===== config.mk =====
export PLATFORM = sky130hd
export DESIGN_NAME = viterbi_link_ctrl
export DESIGN_NICKNAME = d
export VERILOG_FILES = /design/src/rtl/viterbi_ctrl_pkg.sv /design/src/rtl/viterbi_err_inj.sv /design/src/rtl/viterbi_link_ctrl.sv
export SDC_FILE = /design/constraint.sdc
export NUM_CORES = 1
export LEC_CHECK = 0
export ABC_AREA = 1
export CORE_MARGIN = 10
export CORE_UTILIZATION = 38
export CTS_CLUSTER_DIAMETER = 200
export DETAILED_ROUTE_END_ITERATION = 6
export GPL_ROUTABILITY_DRIVEN = 0
export PLACE_DENSITY = 0.64
export SLEW_MARGIN = 15
export SYNTH_ARGS = -nofsm -noshare
export SYNTH_HDL_FRONTEND = slang
export SYNTH_HIERARCHICAL = 1
export SYNTH_SLANG_ARGS = --single-unit

===== constraint.sdc =====
create_clock -name clk -period 1.7 [get_ports clk]
set_input_delay 0.425 -clock clk [delete_from_list [all_inputs] [get_ports clk]]
set_output_delay 0.425 -clock clk [all_outputs]
set_load 0.01 [all_outputs]

===== src/rtl/viterbi_ctrl_pkg.sv =====
// Shared types and constants for the Viterbi link controller.
// Error injection is enabled by defining VITERBI_ERR_INJ_EN.
package viterbi_ctrl_pkg;

  localparam int unsigned SYM_W    = 2;
  localparam int unsigned ERR_CT_W = 16;
  localparam logic [SYM_W-1:0] INJ_MASK = 2'b01;

  typedef enum logic [2:0] {
    StIdle,
    StData,
    StTail,
    StDrain,
    StDone
  } ctrl_state_t;

endpackage


===== src/rtl/viterbi_err_inj.sv =====
// Registered encoder-to-decoder symbol path with periodic single-bit error injection.
// Injection and error counting exist only when VITERBI_ERR_INJ_EN is defined.
module viterbi_err_inj
  import viterbi_ctrl_pkg::*;
#(
  parameter int unsigned N          = 4,
  parameter int unsigned ERR_WINDOW = 256
) (
  input  logic                clk,
  input  logic                rst,
  input  logic                frame_start_i,
  input  logic                enc_valid_i,
  input  logic [SYM_W-1:0]    enc_sym_i,
  output logic                dec_en_o,
  output logic [SYM_W-1:0]    dec_sym_o,
  output logic [ERR_CT_W-1:0] err_ct_o
);

  logic [SYM_W-1:0] mask;

`ifdef VITERBI_ERR_INJ_EN
  // Wide enough to hold ERR_WINDOW itself and to expose the low N index bits.
  localparam int unsigned CtW0    = $clog2(ERR_WINDOW + 1);
  localparam int unsigned SymCtW  = (CtW0 > N) ? CtW0 : N;

  logic [SymCtW-1:0]   sym_ct_q;
  logic [ERR_CT_W-1:0] err_ct_q;
  logic                window_open;

  assign window_open = (sym_ct_q < SymCtW'(ERR_WINDOW));
  assign mask        = (enc_valid_i && window_open && (&sym_ct_q[N-1:0])) ? INJ_MASK : '0;
  assign err_ct_o    = err_ct_q;

  always_ff @(posedge clk) begin
    if (!rst) begin
      sym_ct_q <= '0;
      err_ct_q <= '0;
    end else if (frame_start_i) begin
      sym_ct_q <= '0;
      err_ct_q <= '0;
    end else begin
      if (enc_valid_i && window_open) begin
        sym_ct_q <= sym_ct_q + SymCtW'(1);
      end
      if ((mask != '0) && (err_ct_q != '1)) begin
        err_ct_q <= err_ct_q + ERR_CT_W'(1);
      end
    end
  end
`else
  localparam int unsigned unused_params = N + ERR_WINDOW;
  logic unused_frame_start;

  assign unused_frame_start = frame_start_i;
  assign mask               = '0;
  assign err_ct_o           = '0;
`endif

  always_ff @(posedge clk) begin
    if (!rst) begin
      dec_en_o  <= 1'b0;
      dec_sym_o <= '0;
    end else begin
      dec_en_o  <= enc_valid_i;
      dec_sym_o <= enc_sym_i ^ mask;
    end
  end

endmodule


===== src/rtl/viterbi_link_ctrl.sv =====
// Frame controller sequencing data, trellis tail and traceback drain for a Viterbi link.
// Optional error injection in the symbol path is enabled by VITERBI_ERR_INJ_EN.
module viterbi_link_ctrl
  import viterbi_ctrl_pkg::*;
#(
  parameter int unsigned N          = 4,
  parameter int unsigned FRAME_LEN  = 256,
  parameter int unsigned TAIL_BITS  = 2,
  parameter int unsigned DRAIN_LEN  = 64,
  parameter int unsigned ERR_WINDOW = 256
) (
  input  logic                clk,
  input  logic                rst,
  input  logic                start_i,
  input  logic                data_i,
  output logic                enc_en_o,
  output logic                enc_bit_o,
  input  logic                enc_valid_i,
  input  logic [SYM_W-1:0]    enc_sym_i,
  output logic                dec_en_o,
  output logic [SYM_W-1:0]    dec_sym_o,
  output logic                busy_o,
  output logic                done_o,
  output logic [ERR_CT_W-1:0] err_ct_o
);

  localparam int unsigned MaxLen0 = (FRAME_LEN > TAIL_BITS) ? FRAME_LEN : TAIL_BITS;
  localparam int unsigned MaxLen  = (MaxLen0 > DRAIN_LEN) ? MaxLen0 : DRAIN_LEN;
  localparam int unsigned CntW    = (MaxLen > 1) ? $clog2(MaxLen) : 1;

  ctrl_state_t     state_q;
  logic [CntW-1:0] cnt_q;
  logic            busy_q;
  logic            done_q;
  logic            enc_en_q;
  logic            frame_start;

  assign frame_start = (state_q == StIdle) && start_i;

  always_ff @(posedge clk) begin
    if (!rst) begin
      state_q  <= StIdle;
      cnt_q    <= '0;
      busy_q   <= 1'b0;
      done_q   <= 1'b0;
      enc_en_q <= 1'b0;
    end else begin
      unique case (state_q)
        StIdle: begin
          if (start_i) begin
            state_q  <= StData;
            cnt_q    <= '0;
            busy_q   <= 1'b1;
            enc_en_q <= 1'b1;
          end
        end
        StData: begin
          if (cnt_q == CntW'(FRAME_LEN - 1)) begin
            state_q <= StTail;
            cnt_q   <= '0;
          end else begin
            cnt_q <= cnt_q + CntW'(1);
          end
        end
        StTail: begin
          if (cnt_q == CntW'(TAIL_BITS - 1)) begin
            state_q  <= StDrain;
            cnt_q    <= '0;
            enc_en_q <= 1'b0;
          end else begin
            cnt_q <= cnt_q + CntW'(1);
          end
        end
        StDrain: begin
          if (cnt_q == CntW'(DRAIN_LEN - 1)) begin
            state_q <= StDone;
            cnt_q   <= '0;
            done_q  <= 1'b1;
          end else begin
            cnt_q <= cnt_q + CntW'(1);
          end
        end
        StDone: begin
          // A start request seen here is dropped; only IDLE accepts it.
          state_q <= StIdle;
          cnt_q   <= '0;
          done_q  <= 1'b0;
          busy_q  <= 1'b0;
        end
        default: begin
          state_q  <= StIdle;
          cnt_q    <= '0;
          busy_q   <= 1'b0;
          done_q   <= 1'b0;
          enc_en_q <= 1'b0;
        end
      endcase
    end
  end

  assign busy_o    = busy_q;
  assign done_o    = done_q;
  assign enc_en_o  = enc_en_q;
  assign enc_bit_o = (state_q == StData) && data_i;

  viterbi_err_inj #(
    .N          (N),
    .ERR_WINDOW (ERR_WINDOW)
  ) u_err_inj (
    .clk           (clk),
    .rst           (rst),
    .frame_start_i (frame_start),
    .enc_valid_i   (enc_valid_i),
    .enc_sym_i     (enc_sym_i),
    .dec_en_o      (dec_en_o),
    .dec_sym_o     (dec_sym_o),
    .err_ct_o      (err_ct_o)
  );

endmodule


# After elaboration in Yosys (flattened, before gate mapping)
# Cells that the tools add are included.
# totals
regBits,17
inputBits,7
out_inout_bits,23
wordCells,47
# op_classes
add_sub_neg,1
eq_ne,11
muxes,16
bitwise_logic,3
n_reduce_logical,9
# op_table
operator,n
8-bit two-way mux,4
8-bit case mux with 4 select lines,1
3-bit two-way mux,4
3-bit case mux with 4 select lines,1
3-bit OR reduction,3
8-bit by 1-bit adder with 8-bit output (second input constant),1
8-bit by 1-bit equality test with 1-bit output (second input constant),1
8-bit by 6-bit equality test with 1-bit output (second input constant),1
8-bit equality test (second input constant),1
2-bit inequality test (second input constant),4
3-bit by 2-bit equality test with 1-bit output (second input constant),2
1-bit case mux with 2 select lines,2
2-bit AND reduction,2
4-bit AND reduction,1
3-bit by 1-bit equality test with 1-bit output (second input constant),1
3-bit equality test (second input constant),1
3-bit zero test,1
1-bit two-way mux,3
1-bit NOT,3
1-bit case mux with 3 select lines,1
3-bit AND reduction,1
1-bit logical AND,1

# Longest topological paths before layout
# Gate-level depths: netlist (run 1).
# depth
depth_word,4
mapped_depth,10
depth_no_buf,10

# By module
# Netlist (run 1), hierarchy kept.
# modules_own_cells
mod,instances,cells_each,area_each_um2,seq_area_each_um2
viterbi_link_ctrl,1,112,808.3,280.3
viterbi_err_inj,1,26,206.4,60.1

# Least setup slack after synthesis (run 1)
# No wires, ideal clock.
# synth_timing
path_kind,flip-flop to flip-flop
start,reg cnt_q[0]
end,reg cnt_q[5]
setup_time_ns,0.121
arrival_ns,1.204
t_required_ns,1.579
path_slack_ns,0.376
path_stages_with_launch,9
n_path_buf,0
period_less_slack_ns,1.324
path_cell_list,dfxtp_1 > ha_1 > nand2_2 > nor2_4 > nand2_1 > nand2_2 > nand2_2 > o21ai_2 > nor2_1
# synth_via
elab_chain_cells,3
word_cells_on_any_way,8
classes_between,add/sub: 1; eq/ne: 3; mux: 4
# synth_lines
element,line_no,text
start: declaration,viterbi_link_ctrl.sv:32,logic [CntW-1:0] cnt_q;
start signal: assignment,viterbi_link_ctrl.sv:62,cnt_q <= cnt_q + CntW'(1);
start signal: assignment,viterbi_link_ctrl.sv:71,cnt_q <= cnt_q + CntW'(1);
start signal: assignment,viterbi_link_ctrl.sv:80,cnt_q <= cnt_q + CntW'(1);
8-bit by 1-bit adder with 8-bit output (tied with other cells),"viterbi_link_ctrl.sv:62, viterbi_link_ctrl.sv:71, viterbi_link_ctrl.sv:80",
8-bit two-way mux (on tied branches),"viterbi_link_ctrl.sv:75, viterbi_link_ctrl.sv:58, viterbi_link_ctrl.sv:66",
8-bit case mux with 4 select lines (*),viterbi_link_ctrl.sv:48,unique case (state_q)
# Mark *: on every way between the ends. The rest lies on a longest branch, timed or not.
# A chain may end at the register's enable or synchronous reset.

# Worst setup path after layout (run 1)
# layout_timing
start,reg enc_en_q (netlist: enc_en_o)
end,out enc_en_o
# layout_rtl
element,line_no,text
start: declaration,viterbi_link_ctrl.sv:35,logic enc_en_q;
start signal: assignment,viterbi_link_ctrl.sv:46,enc_en_q <= 1'b0;
start signal: assignment,viterbi_link_ctrl.sv:54,enc_en_q <= 1'b1;
start signal: assignment,viterbi_link_ctrl.sv:69,enc_en_q <= 1'b0;
end: declaration,viterbi_link_ctrl.sv:16,"output logic enc_en_o,"
# No word-level cell between the ends.

==> results.tsv, run 1 <==
stage	metric	value	unit
global_route	grt_start_max_net_pins	10	
setup_path	worstSetupPathType	register to primary output	
setup_path	cp_cell_sequence	clkdlybuf4s50_1	
drt	drt-pass1-iter-count	4	
flow_run	cap_violations	0	
timing	layout_setup_ws	0.112	ns
power	p_leak	0.551	nW
placed_design	dp_hpwl	1660	µm
logic_synthesis	avgSynthCellArea	7.38	µm²
setup_path	cp_data_required_time	1.27	ns
clocking	clk_latency	0.28	ns
drt	via_per_inst	4.31	
layout	drive_gt1_frac	0.186	
drt	wl	2060	µm
setup_path	end_kind	primary output	
power	ir_drop	651	µV
global_route	overflow	0	
floorplanning	placeableCoreArea	2500	µm²
timing	finalCritPeriodShare	0.934	
outcome	status	completed	
timing	rsz0062_at_grt	true	
floorplanning	die_h	71.6	µm
timing	post-route-min-period	1.59	ns
power	power_density	1190	nW/µm²
clocking	path_clk_slew	0.10	ns
timing	skew	0.00600	ns
clocking	h-tree-depth	1	
clocking	numCtsBuffers	3	
drt	drt_iter0_markers	33	
clocking	cts_buffer_depth	2	
global_route	antenna_found_initial	0	
logic_synthesis	yosys_warnings	6	
placed_design	io_buffers	13	
setup_path	cp_max_fo	2	
floorplanning	start_util	0.404	
layout	fin_cells	191	
setup_path	crit_family	buffers and inverters	
floorplanning	ioPinCount	30	
min_path	hp-class	register to register	
timing	slew_viol_final	0	
setup_path	cp_slowest_stage_delay	0.53	ns
clocking	cts.sinks	17	
drt	wl_per_cell	10.8	µm
setup_path	worst-path-buf-inv	1	
placed_design	placed_cells	187	
logic_synthesis	synthesis.area	1010	µm²
timing	final-hold-violation-count	0	
logic_synthesis	synthCells	137	
setup_path	start_kind	register	
layout	diodes	0	
clocking	cts_setup_buffers	0	
floorplanning	dieArea	5120	µm²
drt	drc_errors	0	
floorplanning	die_w	71.6	µm
clocking	cts_root_buf	clkbuf_4	
clocking	cts_tree	yes	
timing	setup_viol	0	
drt	ant_nets	0	
placed_design	pre_cts_slack	-0.266	ns
global_route	grt_pass1_vias	877	
setup_path	crit_path_top_delay_cell	clkdlybuf4s50_1	
timing	holdWs	0.454	ns
power	finalPower	1.44	mW
timing	timing.setup.tns	0	ns
layout	area_delta_synth_final	19.3	%
layout	fin_nets	171	
global_route	track_usage	0.0863	
timing	max_freq	630	MHz
drt	num_vias	824	
global_route	grt_pass1_wl	3710	µm
floorplanning	rows	18	
setup_path	crit_arrival	1.16	ns
## final timing paths
kind         cells past startpoint  slack, ns                 endpoint             startpoint
min reg2reg                      2       0.45      done_o$_SDFFE_PN0P_    done_o$_SDFFE_PN0P_
min                              2       0.45      done_o$_SDFFE_PN0P_    done_o$_SDFFE_PN0P_
max                              1       0.11                 enc_en_o  enc_en_o$_SDFFE_PN0P_
max reg2reg                     10       0.16  state_q[0]$_SDFFE_PN0P_  cnt_q[0]$_SDFFE_PN0P_
## power by group
group	internal (mW)	total (mW)	switching, mW	leakage, nW
Combinational	0.318	0.727	0.409	0.397
Sequential	0.458	0.500	0.0417	0.139
Clock	0.0911	0.212	0.121	0.0150
Total	0.868	1.44	0.572	0.551
## cells in the final DEF (no fill, tap or decap)
cell and instances:
inv_1 16, nand2_4 2, o21bai_2 1, xnor2_1 1, dfxtp_1 17, nor2_2 3
xor2_1 4, nand3_2 1, o21ai_4 2, o211ai_1 1, nor4_1 1, conb_1 16
a31oi_1 2, ha_1 2, a21oi_1 6, nand4_1 1, buf_2 1, clkbuf_1 1
nor3_1 1, nand2_1 30, clkdlybuf4s50_1 12, buf_4 8, nand3b_1 1, nor2_4 3
or2_1 1, clkbuf_4 3, inv_2 2, nand2_2 4, o21ai_0 1, nor2_1 14
nand3_1 3
## stage by stage
step	utilization	area (µm²)
6_report	0.482	1210
5_1_grt	0.482	1210
4_1_cts	0.481	1200
3_5_place_dp	0.470	1170
3_3_place_gp	0.470	1170
2_1_floorplan	-	1070
## layout make-up
type,count,area [µm²]
clock buffers,4,26.3
inverters,18,67.6
repair buffers,21,185
flip-flops and latches,17,340
well taps,30,37.5
multi-input cells,101,549
fillers,254,1290
## worst min-delay path, cell delays in order (launching register included)
cell	delay, ns
dfxtp_1	0.32
inv_1	0.05
a21oi_1	0.05
## state kept, by name (all words and copies together), names as in the netlist
| signal | count |
|---|---|
| busy_o | 1 |
| u_err_inj/dec_sym_o | 2 |
| enc_en_o | 1 |
| done_o | 1 |
| state_q | 3 |
| u_err_inj/dec_en_o | 1 |
| cnt_q | 8 |
## per-layer routing
metal	vias to the layer above	wire length, µm	global-route usage
met1	359	943	0.0977
met4	0	31	0.0452
met2	19	995	0.144
met5	-	0	0
met3	4	90	0.0234
li1	442	-	-
## timing repair
item,CTS,global route
endpoints found under the setup margin,1,6
hold endpoints to repair,0,0
gates resized for setup,3,3
cloned,0,0
hold buffers,0,0
Note: power is estimated with default switching activity, not from simulation.
==> run 2: changes to the inputs <==
==> constraint.sdc (replaced) <==
create_clock -name clk -period 1.7 [get_ports clk]
set_input_delay 0.425 -clock clk [delete_from_list [all_inputs] [get_ports clk]]
set_output_delay 0.425 -clock clk [all_outputs]
set_load 0.1 [all_outputs]
==> results.tsv, run 2 (synthesis gave the netlist of run 1 again) <==
stage	metric	value	unit	change
power	finalPower	1.82	mW	+27%
global_route	overflow	0		unchanged
clocking	cts_buffer_depth	2		unchanged
layout	area_delta_synth_final	27.1	%	
setup_path	worst-path-buf-inv	3		+2
layout	final_core_util	0.514		+0.0315
timing	finalCritPeriodShare	0.978		+0.0441
floorplanning	ioPinCount	30		unchanged
min_path	hp-class	register to register		
setup_path	cp_cell_sequence	clkdlybuf4s50_1 -> inv_1 -> nor2_4 -> buf_12		
setup_path	cp.depth	4		+3
layout	final_common_cell	nand2_1		
floorplanning	start_util	0.404		unchanged
timing	setup_viol	0		unchanged
layout	top_register	cnt_q		
timing	final-hold-violation-count	0		unchanged
layout	fillCellCount	248		-2.4%
drt	wl_per_cell	11.0	µm	+2.3%
clocking	h-tree-depth	1		unchanged
timing	timing.setup.tns	0	ns	unchanged
layout	final_area	1280	µm²	+6.5%
drt	ant_nets	0		unchanged
global_route	grt_start_max_net_pins	11		+1
global_route	track_usage	0.0802		-0.00611
floorplanning	placeableCoreArea	2500	µm²	unchanged
clocking	cts.sinks	17		unchanged
global_route	grt_pass1_vias	832		-5.1%
setup_path	end_kind	primary output		
floorplanning	die_h	71.6	µm	unchanged
timing	max_freq	601	MHz	-4.5%
setup_path	cp_data_required_time	1.27	ns	about the same
layout	multiInputGateArea	562	µm²	+2.3%
setup_path	crit_arrival	1.24	ns	+0.08 ns
clocking	path_clk_slew	0.10	ns	about the same
setup_path	cp_slowest_stage_delay	0.45	ns	-0.08 ns
layout	most-common-layout-cells	nand2_1, conb_1, dfxtp_1, inv_1, nor2_1		
global_route	grtUsageMet3	0.0179		-0.00551
clocking	cts_tree	yes		
setup_path	r2r_cells	8		-2
clocking	cts_root_buf	clkbuf_4		
floorplanning	rows	18		unchanged
floorplanning	dieArea	5120	µm²	unchanged
layout	diodes	0		unchanged
placed_design	placed_cells	182		-2.7%
placed_design	dp_hpwl	1660	µm	+0.28%
drt	drc_errors	0		unchanged
global_route	use_met2	0.149		+0.00490
drt	num_vias	853		+3.5%
placed_design	io_buffers	13		unchanged
global_route	top_usage_layer	met2		
clocking	clk_latency	0.29	ns	about the same
drt	drt_iter0_markers	31		-6.1%
setup_path	cp_max_fo	1		-1
layout	fin_nets	169		-1.2%
setup_path	start_kind	primary input		
setup_path	crit_path_top_delay_cell	clkdlybuf4s50_1		
clocking	numCtsBuffers	3		unchanged
layout	drive_gt1_frac	0.258		+0.0715
power	p_leak	0.579	nW	+5.2%
global_route	grt_pass1_wl	3450	µm	-6.9%
min_path	hold_depth	2		unchanged
setup_path	worstSetupPathType	primary input to primary output		
power	ir_drop	967	µV	+48%
floorplanning	die_w	71.6	µm	unchanged
drt	wl	2090	µm	+1.3%
timing	slew_viol_final	0		unchanged
global_route	grt_use_met1	0.0773		-0.0204
flow_run	cap_violations	0		unchanged
global_route	antenna_found_initial	0		unchanged
setup_path	crit_family	buffers and inverters		
timing	skew	0.000485	ns	-0.00552 ns
power	power_density	1420	nW/µm²	+19%
outcome	status	completed		
drt	via_per_inst	4.51		+4.6%
layout	fin_cells	189		-1.0%
timing	post-route-min-period	1.66	ns	+0.0751 ns
placed_design	place_area	1210	µm²	+3.4%
layout	seq_area	345	µm²	+1.5%
clocking	holdBufCountCts	0		unchanged
layout	largest_reg_flops	8		unchanged
drt	drt-pass1-iter-count	4		unchanged
layout	top_regs	cnt_q x8, state_q x3, u_err_inj/dec_sym_o x2		
## run 2: cell types whose count changed in the layout (fill, tap and decap cells not counted), moves of 2 or more
cell	previous run	this run
buf_12	0	7
clkdlybuf4s50_1	12	6
buf_4	8	6
dfxtp_1	17	15
inv_1	16	14
inv_2	2	4
nor2_4	3	5
## run 2: power breakdown
part / switching (mW) / total, mW / internal (mW)
Sequential: 0.0870 / 0.552 / 0.465
Clock: 0.131 / 0.218 / 0.0876
Combinational: 0.699 / 1.05 / 0.353
## run 2: layer usage
metal  up-vias  wire length [µm]
li1        434                 -
met1       396               859
met2        19              1110
met3         4                81
met4         0                39
met5         -                 0
## run 2: final timing paths
kind	startpoint	end	slack, ns
max	data_i	enc_bit_o	0.04
min	done_o$_SDFFE_PN0P_	done_o$_SDFFE_PN0P_	0.49
max reg2reg	cnt_q[0]$_SDFFE_PN0P_	cnt_q[3]$_SDFFE_PN0P_	0.16
min reg2reg	done_o$_SDFFE_PN0P_	done_o$_SDFFE_PN0P_	0.49
## run 2: per-stage QoR
stage | worst slack, ns | hold WS [ns]
finish | 0.0372 | 0.490
CTS | 0.00413 | 0.498
floorplan | 0.0942 | 0.460
global placement | 0.0413 | 0.475
global route | -0.00876 | 0.527
detailed placement | 0.0284 | 0.482
## run 2: area by class of cell
type	count	area share
inverters	18	0.0526
flip-flops and latches	17	0.269
repair buffers	19	0.191
clock inverters	1	0.00389
multi-input cells	101	0.437
clock buffers	3	0.0175
well taps	30	0.0292
## run 2: worst min-delay path, cell delays in order (launching register included)
cell	delay (ns)
dfxtp_1	0.35
inv_1	0.06
a21oi_1	0.05
## run 2: what timing repair did
action                     4_1_cts  5_1_grt
setup endpoints to repair        1        1
setup buffers                    1        2
gates resized for setup          5        4
pin swaps                        1        2
